`src/rtl/mem_port_arbiter_if.sv`:
```
// Bundle of fetch, data-stage, memory-bus and pipeline-control signals around the shared memory port.
// The master modport is the arbiter side; the slave modport is the pipeline/memory side.
interface mem_port_arbiter_if #(
  parameter int AW = 32,
  parameter int DW = 32
);
  logic          if_req;
  logic [AW-1:0] if_addr;
  logic          if_done;
  logic [DW-1:0] if_rdata;

  logic          mem_req;
  logic          mem_we;
  logic [AW-1:0] mem_addr;
  logic [DW-1:0] mem_wdata;
  logic [3:0]    mem_be;
  logic          mem_done;
  logic [DW-1:0] mem_rdata;
  logic          xfer_err;

  logic          bus_valid;
  logic          bus_we;
  logic [AW-1:0] bus_addr;
  logic [DW-1:0] bus_wdata;
  logic [3:0]    bus_be;
  logic          bus_ready;
  logic [DW-1:0] bus_rdata;

  logic          stall_F;
  logic          stall_D;
  logic          stall_E;
  logic          stall_M;
  logic          flush_D;
  logic          flush_W;

  modport master (
    input  if_req, if_addr, mem_req, mem_we, mem_addr, mem_wdata, mem_be,
           bus_ready, bus_rdata,
    output if_done, if_rdata, mem_done, mem_rdata, xfer_err,
           bus_valid, bus_we, bus_addr, bus_wdata, bus_be,
           stall_F, stall_D, stall_E, stall_M, flush_D, flush_W
  );

  modport slave (
    output if_req, if_addr, mem_req, mem_we, mem_addr, mem_wdata, mem_be,
           bus_ready, bus_rdata,
    input  if_done, if_rdata, mem_done, mem_rdata, xfer_err,
           bus_valid, bus_we, bus_addr, bus_wdata, bus_be,
           stall_F, stall_D, stall_E, stall_M, flush_D, flush_W
  );
endinterface

```
`src/rtl/mem_port_arbiter.sv`:
```
// Shares one memory port between fetch and MEM stage, with alternating tie priority and timeout abort.
// Latency: grant 1 cycle after req, done 1 cycle after bus_ready; bus_ready low holds the transfer up to TIMEOUT cycles.
module mem_port_arbiter #(
  parameter int AW      = 32,
  parameter int DW      = 32,
  parameter int TIMEOUT = 255
) (
  input  logic                clk,
  input  logic                reset,
  mem_port_arbiter_if.master  p
);

  localparam int CW = $clog2(TIMEOUT + 1);

  typedef enum logic [1:0] {IDLE, IF_BUSY, MEM_BUSY} state_t;

  state_t        state_q, state_d;
  logic          last_mem_q, last_mem_d;
  logic [CW-1:0] cnt_q, cnt_d;
  logic [AW-1:0] addr_q, addr_d;
  logic          we_q, we_d;
  logic [DW-1:0] wdata_q, wdata_d;
  logic [3:0]    be_q, be_d;
  logic          if_done_q, if_done_d;
  logic          mem_done_q, mem_done_d;
  logic          err_q, err_d;
  logic [DW-1:0] if_rdata_q, if_rdata_d;
  logic [DW-1:0] mem_rdata_q, mem_rdata_d;

  logic if_elig, mem_elig, grant_mem, grant_if;
  logic if_wait, mem_wait;

  // A requester whose done is pulsing is finishing, not asking again.
  assign if_elig   = p.if_req  && !if_done_q;
  assign mem_elig  = p.mem_req && !mem_done_q;
  assign grant_mem = mem_elig && (!if_elig || !last_mem_q);
  assign grant_if  = if_elig && !grant_mem;

  always_comb begin
    state_d     = state_q;
    last_mem_d  = last_mem_q;
    cnt_d       = cnt_q;
    addr_d      = addr_q;
    we_d        = we_q;
    wdata_d     = wdata_q;
    be_d        = be_q;
    if_done_d   = 1'b0;
    mem_done_d  = 1'b0;
    err_d       = 1'b0;
    if_rdata_d  = if_rdata_q;
    mem_rdata_d = mem_rdata_q;

    case (state_q)
      IDLE: begin
        if (grant_mem) begin
          state_d    = MEM_BUSY;
          last_mem_d = 1'b1;
          cnt_d      = '0;
          addr_d     = p.mem_addr;
          we_d       = p.mem_we;
          wdata_d    = p.mem_wdata;
          be_d       = p.mem_be;
        end else if (grant_if) begin
          state_d    = IF_BUSY;
          last_mem_d = 1'b0;
          cnt_d      = '0;
          addr_d     = p.if_addr;
          we_d       = 1'b0;
          wdata_d    = '0;
          be_d       = 4'hF;
        end
      end

      IF_BUSY, MEM_BUSY: begin
        if (p.bus_ready) begin
          state_d = IDLE;
          if (state_q == IF_BUSY) begin
            if_done_d  = 1'b1;
            if_rdata_d = p.bus_rdata;
          end else begin
            mem_done_d = 1'b1;
            if (!we_q) mem_rdata_d = p.bus_rdata;
          end
        end else if (cnt_q == CW'(TIMEOUT - 1)) begin
          // Abort: report done with error, leave read data untouched.
          state_d    = IDLE;
          err_d      = 1'b1;
          if_done_d  = (state_q == IF_BUSY);
          mem_done_d = (state_q == MEM_BUSY);
        end else begin
          cnt_d = cnt_q + CW'(1);
        end
      end

      default: state_d = IDLE;
    endcase
  end

  always_ff @(posedge clk) begin
    if (!reset) begin
      state_q     <= IDLE;
      last_mem_q  <= 1'b0;
      cnt_q       <= '0;
      addr_q      <= '0;
      we_q        <= 1'b0;
      wdata_q     <= '0;
      be_q        <= 4'h0;
      if_done_q   <= 1'b0;
      mem_done_q  <= 1'b0;
      err_q       <= 1'b0;
      if_rdata_q  <= '0;
      mem_rdata_q <= '0;
    end else begin
      state_q     <= state_d;
      last_mem_q  <= last_mem_d;
      cnt_q       <= cnt_d;
      addr_q      <= addr_d;
      we_q        <= we_d;
      wdata_q     <= wdata_d;
      be_q        <= be_d;
      if_done_q   <= if_done_d;
      mem_done_q  <= mem_done_d;
      err_q       <= err_d;
      if_rdata_q  <= if_rdata_d;
      mem_rdata_q <= mem_rdata_d;
    end
  end

  assign p.bus_valid = (state_q != IDLE);
  assign p.bus_we    = we_q;
  assign p.bus_addr  = addr_q;
  assign p.bus_wdata = wdata_q;
  assign p.bus_be    = be_q;

  assign p.if_done   = if_done_q;
  assign p.mem_done  = mem_done_q;
  assign p.xfer_err  = err_q;
  assign p.if_rdata  = if_rdata_q;
  assign p.mem_rdata = mem_rdata_q;

  assign mem_wait  = p.mem_req && !mem_done_q;
  assign if_wait   = p.if_req  && !if_done_q;
  assign p.stall_M = mem_wait;
  assign p.stall_E = mem_wait || if_wait;
  assign p.stall_D = mem_wait || if_wait;
  assign p.stall_F = mem_wait || if_wait;
  assign p.flush_W = mem_wait;
  assign p.flush_D = if_wait && !mem_wait;

endmodule

```
`src/flat_wrapper.sv`:
```
// flat-port wrapper written by rule: the top's interface ports become plain ports
module mem_port_arbiter_flat 
#(
  parameter int AW      = 32,
  parameter int DW      = 32,
  parameter int TIMEOUT = 255
)
  (clk, reset, p_if_req, p_if_addr, p_mem_req, p_mem_we, p_mem_addr, p_mem_wdata, p_mem_be, p_bus_ready, p_bus_rdata, p_if_done, p_if_rdata, p_mem_done, p_mem_rdata, p_xfer_err, p_bus_valid, p_bus_we, p_bus_addr, p_bus_wdata, p_bus_be, p_stall_F, p_stall_D, p_stall_E, p_stall_M, p_flush_D, p_flush_W);
  mem_port_arbiter_if #(.AW(AW), .DW(DW)) p_i ();
  input  logic clk;
  input  logic reset;
  input wire logic [$bits(p_i.if_req)-1:0] p_if_req;
  input wire logic [$bits(p_i.if_addr)-1:0] p_if_addr;
  input wire logic [$bits(p_i.mem_req)-1:0] p_mem_req;
  input wire logic [$bits(p_i.mem_we)-1:0] p_mem_we;
  input wire logic [$bits(p_i.mem_addr)-1:0] p_mem_addr;
  input wire logic [$bits(p_i.mem_wdata)-1:0] p_mem_wdata;
  input wire logic [$bits(p_i.mem_be)-1:0] p_mem_be;
  input wire logic [$bits(p_i.bus_ready)-1:0] p_bus_ready;
  input wire logic [$bits(p_i.bus_rdata)-1:0] p_bus_rdata;
  output wire logic [$bits(p_i.if_done)-1:0] p_if_done;
  output wire logic [$bits(p_i.if_rdata)-1:0] p_if_rdata;
  output wire logic [$bits(p_i.mem_done)-1:0] p_mem_done;
  output wire logic [$bits(p_i.mem_rdata)-1:0] p_mem_rdata;
  output wire logic [$bits(p_i.xfer_err)-1:0] p_xfer_err;
  output wire logic [$bits(p_i.bus_valid)-1:0] p_bus_valid;
  output wire logic [$bits(p_i.bus_we)-1:0] p_bus_we;
  output wire logic [$bits(p_i.bus_addr)-1:0] p_bus_addr;
  output wire logic [$bits(p_i.bus_wdata)-1:0] p_bus_wdata;
  output wire logic [$bits(p_i.bus_be)-1:0] p_bus_be;
  output wire logic [$bits(p_i.stall_F)-1:0] p_stall_F;
  output wire logic [$bits(p_i.stall_D)-1:0] p_stall_D;
  output wire logic [$bits(p_i.stall_E)-1:0] p_stall_E;
  output wire logic [$bits(p_i.stall_M)-1:0] p_stall_M;
  output wire logic [$bits(p_i.flush_D)-1:0] p_flush_D;
  output wire logic [$bits(p_i.flush_W)-1:0] p_flush_W;
  assign p_i.if_req = p_if_req;
  assign p_i.if_addr = p_if_addr;
  assign p_i.mem_req = p_mem_req;
  assign p_i.mem_we = p_mem_we;
  assign p_i.mem_addr = p_mem_addr;
  assign p_i.mem_wdata = p_mem_wdata;
  assign p_i.mem_be = p_mem_be;
  assign p_i.bus_ready = p_bus_ready;
  assign p_i.bus_rdata = p_bus_rdata;
  assign p_if_done = p_i.if_done;
  assign p_if_rdata = p_i.if_rdata;
  assign p_mem_done = p_i.mem_done;
  assign p_mem_rdata = p_i.mem_rdata;
  assign p_xfer_err = p_i.xfer_err;
  assign p_bus_valid = p_i.bus_valid;
  assign p_bus_we = p_i.bus_we;
  assign p_bus_addr = p_i.bus_addr;
  assign p_bus_wdata = p_i.bus_wdata;
  assign p_bus_be = p_i.bus_be;
  assign p_stall_F = p_i.stall_F;
  assign p_stall_D = p_i.stall_D;
  assign p_stall_E = p_i.stall_E;
  assign p_stall_M = p_i.stall_M;
  assign p_flush_D = p_i.flush_D;
  assign p_flush_W = p_i.flush_W;
  mem_port_arbiter #(.AW(AW), .DW(DW), .TIMEOUT(TIMEOUT)) u_core (.clk(clk), .reset(reset), .p(p_i));
endmodule
```
`config.mk`:
```
export PLATFORM = sky130hd
export DESIGN_NAME = mem_port_arbiter_flat
export DESIGN_NICKNAME = d
export VERILOG_FILES = /design/src/rtl/mem_port_arbiter_if.sv /design/src/rtl/mem_port_arbiter.sv /design/src/flat_wrapper.sv
export SDC_FILE = /design/constraint.sdc
export NUM_CORES = 1
export LEC_CHECK = 0
export CORE_AREA = 2 2 122 124
export CTS_CLUSTER_SIZE = 40
export DETAILED_ROUTE_END_ITERATION = 7
export DIE_AREA = 0 0 124 126
export GPL_ROUTABILITY_DRIVEN = 0
export PLACE_DENSITY = 0.8
export SYNTH_ARGS = -nofsm -noshare
export SYNTH_HDL_FRONTEND = slang
export SYNTH_SLANG_ARGS = --single-unit
```
`constraint.sdc`:
```
create_clock -name clk -period 2.15 [get_ports clk]
set_input_delay 0.43 -clock clk [delete_from_list [all_inputs] [get_ports clk]]
set_output_delay 0.43 -clock clk [all_outputs]
set_load 0.02 [all_outputs]
```
### Yosys cells after proc, flatten, opt, wreduce, memory -nomap -nowiden

Cells that the tools add are included.

* logic and storage cells: 75
* input bits: 138
* flip-flop bits (word level): 147

* multiplexer cells: 26
* $add $sub $neg: 1
* reduce and logical (&&, ||, !) cells: 25
* bitwise logic cells: 4
* equal/unequal tests: 7

Operator list (count)
* 32-bit two-way mux: 4
* 8-bit two-way mux: 4
* 8-bit one-hot mux with 2 select lines: 1
* 1-bit two-way mux: 10
* 8-bit by 1-bit adder with 8-bit output (second input constant): 1
* 8-bit equality test (second input constant): 1
* 2-bit two-way mux: 4
* 4-bit two-way mux: 2
* 4-bit AND reduction: 2
* 1-bit logical NOT: 6
* 2-bit AND reduction: 3
* 2-bit nonzero test: 3
* 1-bit logical AND: 5
* 2-bit inequality test (second input constant): 2
* 1-bit NOT: 4
* 2-bit one-hot mux with 2 select lines: 1
* 3-bit by 1-bit inequality test with 1-bit output (second input constant): 1
* 3-bit by 2-bit inequality test with 1-bit output (second input constant): 1
* 3-bit AND reduction: 1
* 3-bit OR reduction: 1
* 2-bit by 1-bit equality test with 1-bit output (second input constant): 1
* 2-bit equality test (second input constant): 1
* 2-bit logical NOT: 1
* 1-bit logical OR: 2
* 2-bit OR reduction: 1

### Logic depth before layout (Yosys ltp)

Gate-level depths: netlist of run 1.

* word-level depth: 10
* gate-level depth with buffers: 8

### Worst setup path before layout of run 1

OpenSTA, ideal clock, no wires.

* path type: reg-to-reg
* start: reg u_core.state_q[0]
* end: reg u_core.wdata_q[12], in the netlist u_core.p.bus_wdata[12]
* setup slack: 429 ps
* stages on the path, launching flop included: 8
* setup time: 60 ps
* arrival time: 1661 ps
* clock period less this slack: 1721 ps
* buffers on the path: 1
* cells stage by stage: dfxtp_1 -> inv_1 -> ha_1 -> inv_1 -> a21oi_2 -> nor2_1 -> clkbuf_1 -> a22o_1

* longest elaborated chain between the ends: 2

RTL lines
* from (decl): RTL line mem_port_arbiter.sv:17 `state_t state_q, state_d;`
* from (signal assigned): RTL line mem_port_arbiter.sv:114 `state_q <= state_d;`
* 2-bit logical NOT: RTL line mem_port_arbiter.sv:53 `case (state_q)`
* 2-bit AND reduction (no line)
* to (signal assigned): RTL line mem_port_arbiter.sv:119 `wdata_q <= wdata_d;`
* to (decl): RTL line mem_port_arbiter.sv:22 `logic [DW-1:0] wdata_q, wdata_d;`

Every way passes these cells.
A chain may end at the register's enable or synchronous reset.

### Worst setup path after layout of run 1

* start: reg u_core.state_q[0]
* end: out p_bus_valid

* longest elaborated chain between the ends: 1

RTL lines
* 2-bit nonzero test: RTL line mem_port_arbiter.sv:129 `assign p.bus_valid = (state_q != IDLE);`
* to (decl): RTL line flat_wrapper.sv:26 `output wire logic [$bits(p_i.bus_valid)-1:0] p_bus_valid;`

Every way passes these cells.

==> impl_results.md, run 1 <==
* Status: complete, no violations
* Worst Clk Skew at 0.00980 ns
* Worst r2r src: u_core.state_q[0]
* Worst Setup SP: u_core.state_q[0]
* Worst Setup EP: p_bus_valid
* Top FF cell, synth: dfxtp_1
* Design area at 9250 um2
* CP Capture Type: primary output
* Pre-CTS setup slack at -0.0751 ns
* Most frequent cells in the layout: clkdlybuf4s50_1 (273), dfxtp_1 (147), nand2_1 (135), a21oi_1 (66), mux2i_1 (39)
* CTS sink cnt at 147
* CP max stage delay at 0.37 ns
* FF/Latch Area at 2940 um2
* RSZ-0062 raised after global routing: false
* Worst-path fanout max at 5
* GRT overflow at 0
* Top cell by count, worst path: inv_1
* First-pass GRT wire length at 25.0 mm
* Die area at 15600 um2
* Drt wl/cell at 15.1 um
* Worst hold path stage count at 2
* Register clock-pin slew on the reported worst setup and hold paths at 0.06 ns
* Area contributors post-synth: dfxtp_1 (52%), nand2_1 (9.0%), mux2i_1 (6.9%)
* Post-CTS sizing at 7
* Slew Limit Fails at 0
* #FFs+latches synth at 147
* Drt total wl at 16.2 mm
* H-tree levels at 4
* Vias in the first global route at 5169
* CP delay by family, top: buffers and inverters
* Final period utilization at 0.946
* Antenna-violating nets left at 0
* Final setup vio count at 0
* Peak Freq at 491 MHz
* Leak at 3.41 nW
* Arr. time, crit path at 1.60 ns
* Pin count of the biggest net entering global routing at 75
* Startpoint Class: flip-flop
* Worst-Margin Slew at 0.383 ns
* Power density cells at 930 nW/um2
* I/O pins at 281
* Core Rows at 44
* Ant. Diodes at 0
* Power Total at 8.61 mW
* CTS tree: yes
* Hold-fix buffers, CTS at 0
* Commonest non-fill, non-tap cell in the layout: clkdlybuf4s50_1
* # DRC at 0
* Synth Cell Area at 5640 um2
* Placed wire-length estimate at 11.6 mm
* Core area at 14300 um2
* Port bufs at 280
* Critical-path cell list: inv_1, ha_1, inv_1, dlygate4sd2_1
* Critical-path top delay cell: dlygate4sd2_1
* Final min period at 2.03 ns
* Post-synthesis sequential area ratio at 0.522
* Crit path kind: reg2out
* Postcts setup bufs at 0
* R2r setup slk at 0.36 ns
* Ys Warns at 0
* Initial Utilization at 0.394
* DRT iter0 DRCs at 229
* Number of synthesized flops with an enable pin at 0
* Final WS setup at 0.115 ns
* Clock latency at the later pin of the worst-skew pair at 0.42 ns
* Height of the die at 126 um
* # Max-Cap Violations at 0
* Layout cell share with drive strength beyond 1 at 0.0762
* Relative slew slack at 0.745
* Synthesized area per cell at 9.27 um2
* Area grow syn2layout at 64.0%
* Area of the multi-input gates at 2410 um2
* Initial antenna violation count at 0
* HP Class: reg2reg
* Area after DPL at 8680 um2
* Share of the synthesized area in the top cell type at 0.522
* Fillers at 1203
* CTS buffer count at 17
* Unique masters post-synth at 40
* Worst path required time at 1.72 ns
* Synth Net Count at 752
* Detailed Routing Iterations Pass 1 at 4
* Ys async rst share at 0
* Root buf cell: clkbuf_16
* Via density at 4.94
* All-Layer GR Usage at 0.206
* Gate Count Post-Synth at 609
* Via count at 5314
* R2r endpoint: u_core.cnt_q[4]
* DIE WIDTH at 124 um
* Buffer and inverter count on the worst path at 3
* # nets final at 1022
* Peak supply drop at 0.534 mV
* Synth area leader: dfxtp_1
* Crit path depth at 4
* R2R depth at 6
* Longest Clk Path Bufs at 2
* Count of final hold-check violations at 0
[stage by stage]
step                setup TNS [ns]  hold WS, ns   util  std cells
floorplan                        0        0.455      -        609
global placement            -0.177        0.440  0.606       1044
detailed placement          -0.300        0.446  0.606       1044
CTS                              0        0.454  0.647       1076
global route                     0        0.473  0.647       1076
finish                           0        0.451  0.647       1076
[flip-flops by register name, indices dropped and copies added, names as in the netlist, 2 cells and up]
| signal | count |
|---|---|
| u_core.cnt_q | 8 |
| u_core.p.bus_addr | 32 |
| u_core.p.bus_be | 4 |
| u_core.p.bus_wdata | 32 |
| u_core.p.if_rdata | 32 |
| u_core.p.mem_rdata | 32 |
| u_core.state_q | 2 |
[per-layer routing]
layer  track usage  up-vias  share of wire
li1              -     2671              -
met1         0.232     2367           0.39
met2         0.335      243           0.47
met3        0.0797       33           0.11
met4         0.105        0          0.031
met5             0        -              0
[report_power, final]
group          leakage, nW  internal (mW)  switching [mW]
logic                 1.93           1.20            1.29
clock network        0.275           1.77            1.14
registers             1.20           3.05           0.161
total                 3.41           6.01            2.59
[worst min-delay path by stage]
| stage | slack, ns | startpoint | to |
|---|---|---|---|
| floorplan | 0.45 | u_core.cnt_q[7] | u_core.cnt_q[7] |
| global placement | 0.44 | u_core.p.if_rdata[26] | u_core.p.if_rdata[26] |
| detailed placement | 0.45 | u_core.p.mem_rdata[19] | u_core.p.mem_rdata[19] |
| CTS | 0.45 | u_core.p.if_rdata[31] | u_core.p.if_rdata[31] |
| global route | 0.47 | u_core.p.mem_rdata[1] | u_core.p.mem_rdata[1] |
| finish | 0.45 | u_core.p.mem_rdata[7] | u_core.p.mem_rdata[7] |
[cell usage after synthesis (2+ instances only)]
master / count
buf_2: 8
dfxtp_1: 147
mux2i_1: 39
a32o_1: 2
o221a_2: 4
nor2_1: 37
and4_1: 2
nand3b_1: 6
buf_4: 4
and3_1: 2
ha_1: 5
a211oi_1: 35
buf_6: 8
nand3_1: 12
nand4_1: 2
a211oi_2: 2
a21oi_1: 66
nor2b_1: 2
nand2_1: 135
nor3_1: 2
inv_1: 7
clkbuf_1: 30
o21ai_0: 3
a22o_1: 33
[cells by family after synthesis]
| kind of cell | count (synthesis) | synth area share |
|---|---|---|
| AND/OR/NAND/NOR | 205 | 0.152 |
| adder cells (fa/ha/maj) | 5 | 0.0111 |
| multiplexers | 39 | 0.0692 |
| AO/OA/AOI/OAI | 155 | 0.192 |
| buffers and inverters | 58 | 0.0537 |
| flip-flops | 147 | 0.522 |
[tightest hold or removal path, delay by kind of cell (launching register included)]
family           cells  cell delay (ns)
flip-flops           1             0.31
AND/OR/NAND/NOR      1             0.05
AO/OA/AOI/OAI        1             0.05
[final cells by class]
cell class              count  area share
inverters                   8     0.00324
multi-input cells         404       0.261
clock inverters            12      0.0141
flip-flops and latches    147       0.318
repair buffers            301       0.330
clock buffers              20      0.0494
well taps                 184      0.0249
No activity file was read; power rests on OpenSTA's default activity.
==> inputs of run 2 (changes only) <==
--- a/config.mk
+++ b/config.mk
@@ -10,6 +10,7 @@
 export DETAILED_ROUTE_END_ITERATION = 7
 export DIE_AREA = 0 0 124 126
 export GPL_ROUTABILITY_DRIVEN = 0
+export HOLD_SLACK_MARGIN = 0.05
 export PLACE_DENSITY = 0.8
 export SYNTH_ARGS = -nofsm -noshare
 export SYNTH_HDL_FRONTEND = slang
==> results of run 2 <==
Final layout, timing and power as in run 1 (identical DEF).
==> inputs of run 3 (changes only) <==
--- a/config.mk
+++ b/config.mk
@@ -12,6 +12,7 @@
 export GPL_ROUTABILITY_DRIVEN = 0
 export HOLD_SLACK_MARGIN = 0.05
 export PLACE_DENSITY = 0.8
+export SETUP_SLACK_MARGIN = 0.1
 export SYNTH_ARGS = -nofsm -noshare
 export SYNTH_HDL_FRONTEND = slang
 export SYNTH_SLANG_ARGS = --single-unit
==> run 3 against run 2 <==
Compared with the run above: register-to-register slack is essentially flat; via count is essentially flat; design area is essentially flat; critical path depth grew 1; global-route usage is the same; critical endpoint is now p_flush_D.
==> impl_results.md, run 3 (synthesis results as in run 1) <==
* Critical-path cell list: clkdlybuf4s50_1, nand2b_4, inv_1, nor2_1, dlygate4sd2_1 (was inv_1, ha_1, inv_1, dlygate4sd2_1)
* Worst Setup SP: p_mem_req (was u_core.state_q[0])
* Area grow syn2layout at 63.9% (was 64.0%)
* DRT iter0 DRCs at 229 (unchanged)
* Root buf cell: clkbuf_16 (unchanged)
* Core Rows at 44 (unchanged)
* HP Start: u_core.p.mem_rdata[7] (unchanged)
* Crit path kind: in2out (was reg2out)
* Power density cells at 930 nW/um2 (about the same)
* Register clock-pin slew on the reported worst setup and hold paths at 0.06 ns (about the same)
* Startpoint Class: primary input (was flip-flop)
* Dpl cells at 1044 (unchanged)
* Port bufs at 280 (unchanged)
* Initial Utilization at 0.394 (unchanged)
* Final period utilization at 0.901 (was 0.946)
* CTS tree: yes (unchanged)
* Final setup vio count at 0 (unchanged)
* CTS sink cnt at 147 (unchanged)
* Drt total wl at 16.2 mm (about the same)
* Final min period at 1.94 ns (was 2.03 ns)
* Antenna-violating nets left at 0 (unchanged)
* Longest Clk Path Bufs at 2 (unchanged)
* Non-filler instance count after layout at 1076 (unchanged)
* Critical-path top delay cell: clkdlybuf4s50_1 (was dlygate4sd2_1)
* Clock latency at the later pin of the worst-skew pair at 0.42 ns (about the same)
* Slew Limit Fails at 0 (unchanged)
* Worst-Margin Slew at 0.383 ns (about the same)
* Status: complete, no violations (unchanged)
* Via density at 4.94 (about the same)
* Core area at 14300 um2 (unchanged)
* Peak Freq at 516 MHz (was 491 MHz)
* I/O pins at 281 (unchanged)
* Post-route setup TNS at 0 ns (unchanged)
* GRT overflow at 0 (unchanged)
* Count of final hold-check violations at 0 (unchanged)
* Initial antenna violation count at 0 (unchanged)
* Worst path required time at 1.72 ns (about the same)
* First-pass GRT wire length at 25.0 mm (unchanged)
* Leak at 3.41 nW (about the same)
* Layout cell share with drive strength beyond 1 at 0.0774 (was 0.0762)
* Relative slew slack at 0.745 (about the same)
* Height of the die at 126 um (unchanged)
* CP Capture Type: primary output (unchanged)
* Peak supply drop at 0.534 mV (about the same)
* Commonest non-fill, non-tap cell in the layout: clkdlybuf4s50_1 (unchanged)
* Die area at 15600 um2 (unchanged)
* HP Class: reg2reg (unchanged)
* All-Layer GR Usage at 0.206 (unchanged)
* # nets final at 1022 (unchanged)
* H-tree levels at 4 (unchanged)
* Fillers at 1204 (was 1203)
* Via count at 5313 (was 5314)
* Placed wire-length estimate at 11.6 mm (unchanged)
* # Max-Cap Violations at 0 (unchanged)
* Pin count of the biggest net entering global routing at 75 (unchanged)
* Arr. time, crit path at 1.51 ns (was 1.60 ns)
* Postcts setup bufs at 0 (unchanged)
* Drt wl/cell at 15.1 um (about the same)
* Detailed Routing Iterations Pass 1 at 4 (unchanged)
* Ant. Diodes at 0 (unchanged)
* # DRC at 0 (unchanged)
* Worst Clk Skew at 0.0100 ns (was 0.00980 ns)
* Worst-path fanout max at 4 (was 5)
* RSZ-0062 raised after global routing: false (unchanged)
* Vias in the first global route at 5169 (unchanged)
* CTS buffer count at 17 (unchanged)
* DIE WIDTH at 124 um (unchanged)
* Worst r2r src: u_core.state_q[0] (unchanged)
* CP max stage delay at 0.45 ns (was 0.37 ns)
* Most frequent cells in the layout: clkdlybuf4s50_1 (273), dfxtp_1 (147), nand2_1 (135), a21oi_1 (66), mux2i_1 (39) (unchanged)
## run 3: cell count changes in the layout (fill, tap and decap cells not counted)
cell | before | now
clkbuf_2 | 0 | 1
dlygate4sd2_1 | 7 | 6
## run 3: final cells by class
cell class | count | area (um2) | share of cell area
Clock buffer | 20 | 457 | 0.0494
Clock inverter | 12 | 130 | 0.0141
Inverter | 8 | 30.0 | 0.00325
Multi-Input combinational cell | 404 | 2410 | 0.261
Sequential cell | 147 | 2940 | 0.318
Tap cell | 184 | 230 | 0.0249
Timing Repair Buffer | 301 | 3050 | 0.330
## run 3: critical path, delay by kind of cell
family	cells	cell delay, ns
buffers and inverters	3	0.86
and+or+nand+nor	2	0.21
## run 3: per-stage QoR
step            util  cell area (um2)  hold slack (ns)  power [mW]  setup slack [ns]
6_report       0.646             9250            0.451        8.60             0.213
5_1_grt        0.646             9250            0.473        9.05             0.169
4_1_cts        0.647             9250            0.454        8.70            0.0958
3_5_place_dp   0.606             8680            0.446        5.78           -0.0751
3_3_place_gp   0.606             8680            0.440        5.75           -0.0471
2_1_floorplan      -             5640            0.455        4.60             0.429
## run 3: worst paths after layout
kind                      endpoint  slack (ns)  cells past startpoint
max                      p_flush_D        0.21                      5
max reg2reg        u_core.cnt_q[4]        0.36                      6
min          u_core.p.mem_rdata[7]        0.45                      2
min reg2reg  u_core.p.mem_rdata[7]        0.45                      2
## run 3: per-layer routing
metal | global-route usage | share of wire | up-vias
met1 | 0.232 | 0.39 | 2368
li1 | - | - | 2671
met4 | 0.105 | 0.031 | 0
met3 | 0.0797 | 0.11 | 33
met5 | 0 | 0 | -
met2 | 0.335 | 0.47 | 241
## run 3: repair_timing
item / in CTS / in global routing
setup endpoints to repair: 7 / 1
resized for setup: 7 / 2
pin swaps: 0 / 0
hold endpoints to repair: 0 / 0
hold buffers: 0 / 0
## run 3: power by group
| part | leakage, nW | internal, mW | total [mW] | switching [mW] |
|---|---|---|---|---|
| Combinational | 1.93 | 1.20 | 2.49 | 1.29 |
| Sequential | 1.20 | 3.05 | 3.21 | 0.161 |
| Clock | 0.275 | 1.77 | 2.91 | 1.14 |
| Total | 3.41 | 6.01 | 8.60 | 2.59 |
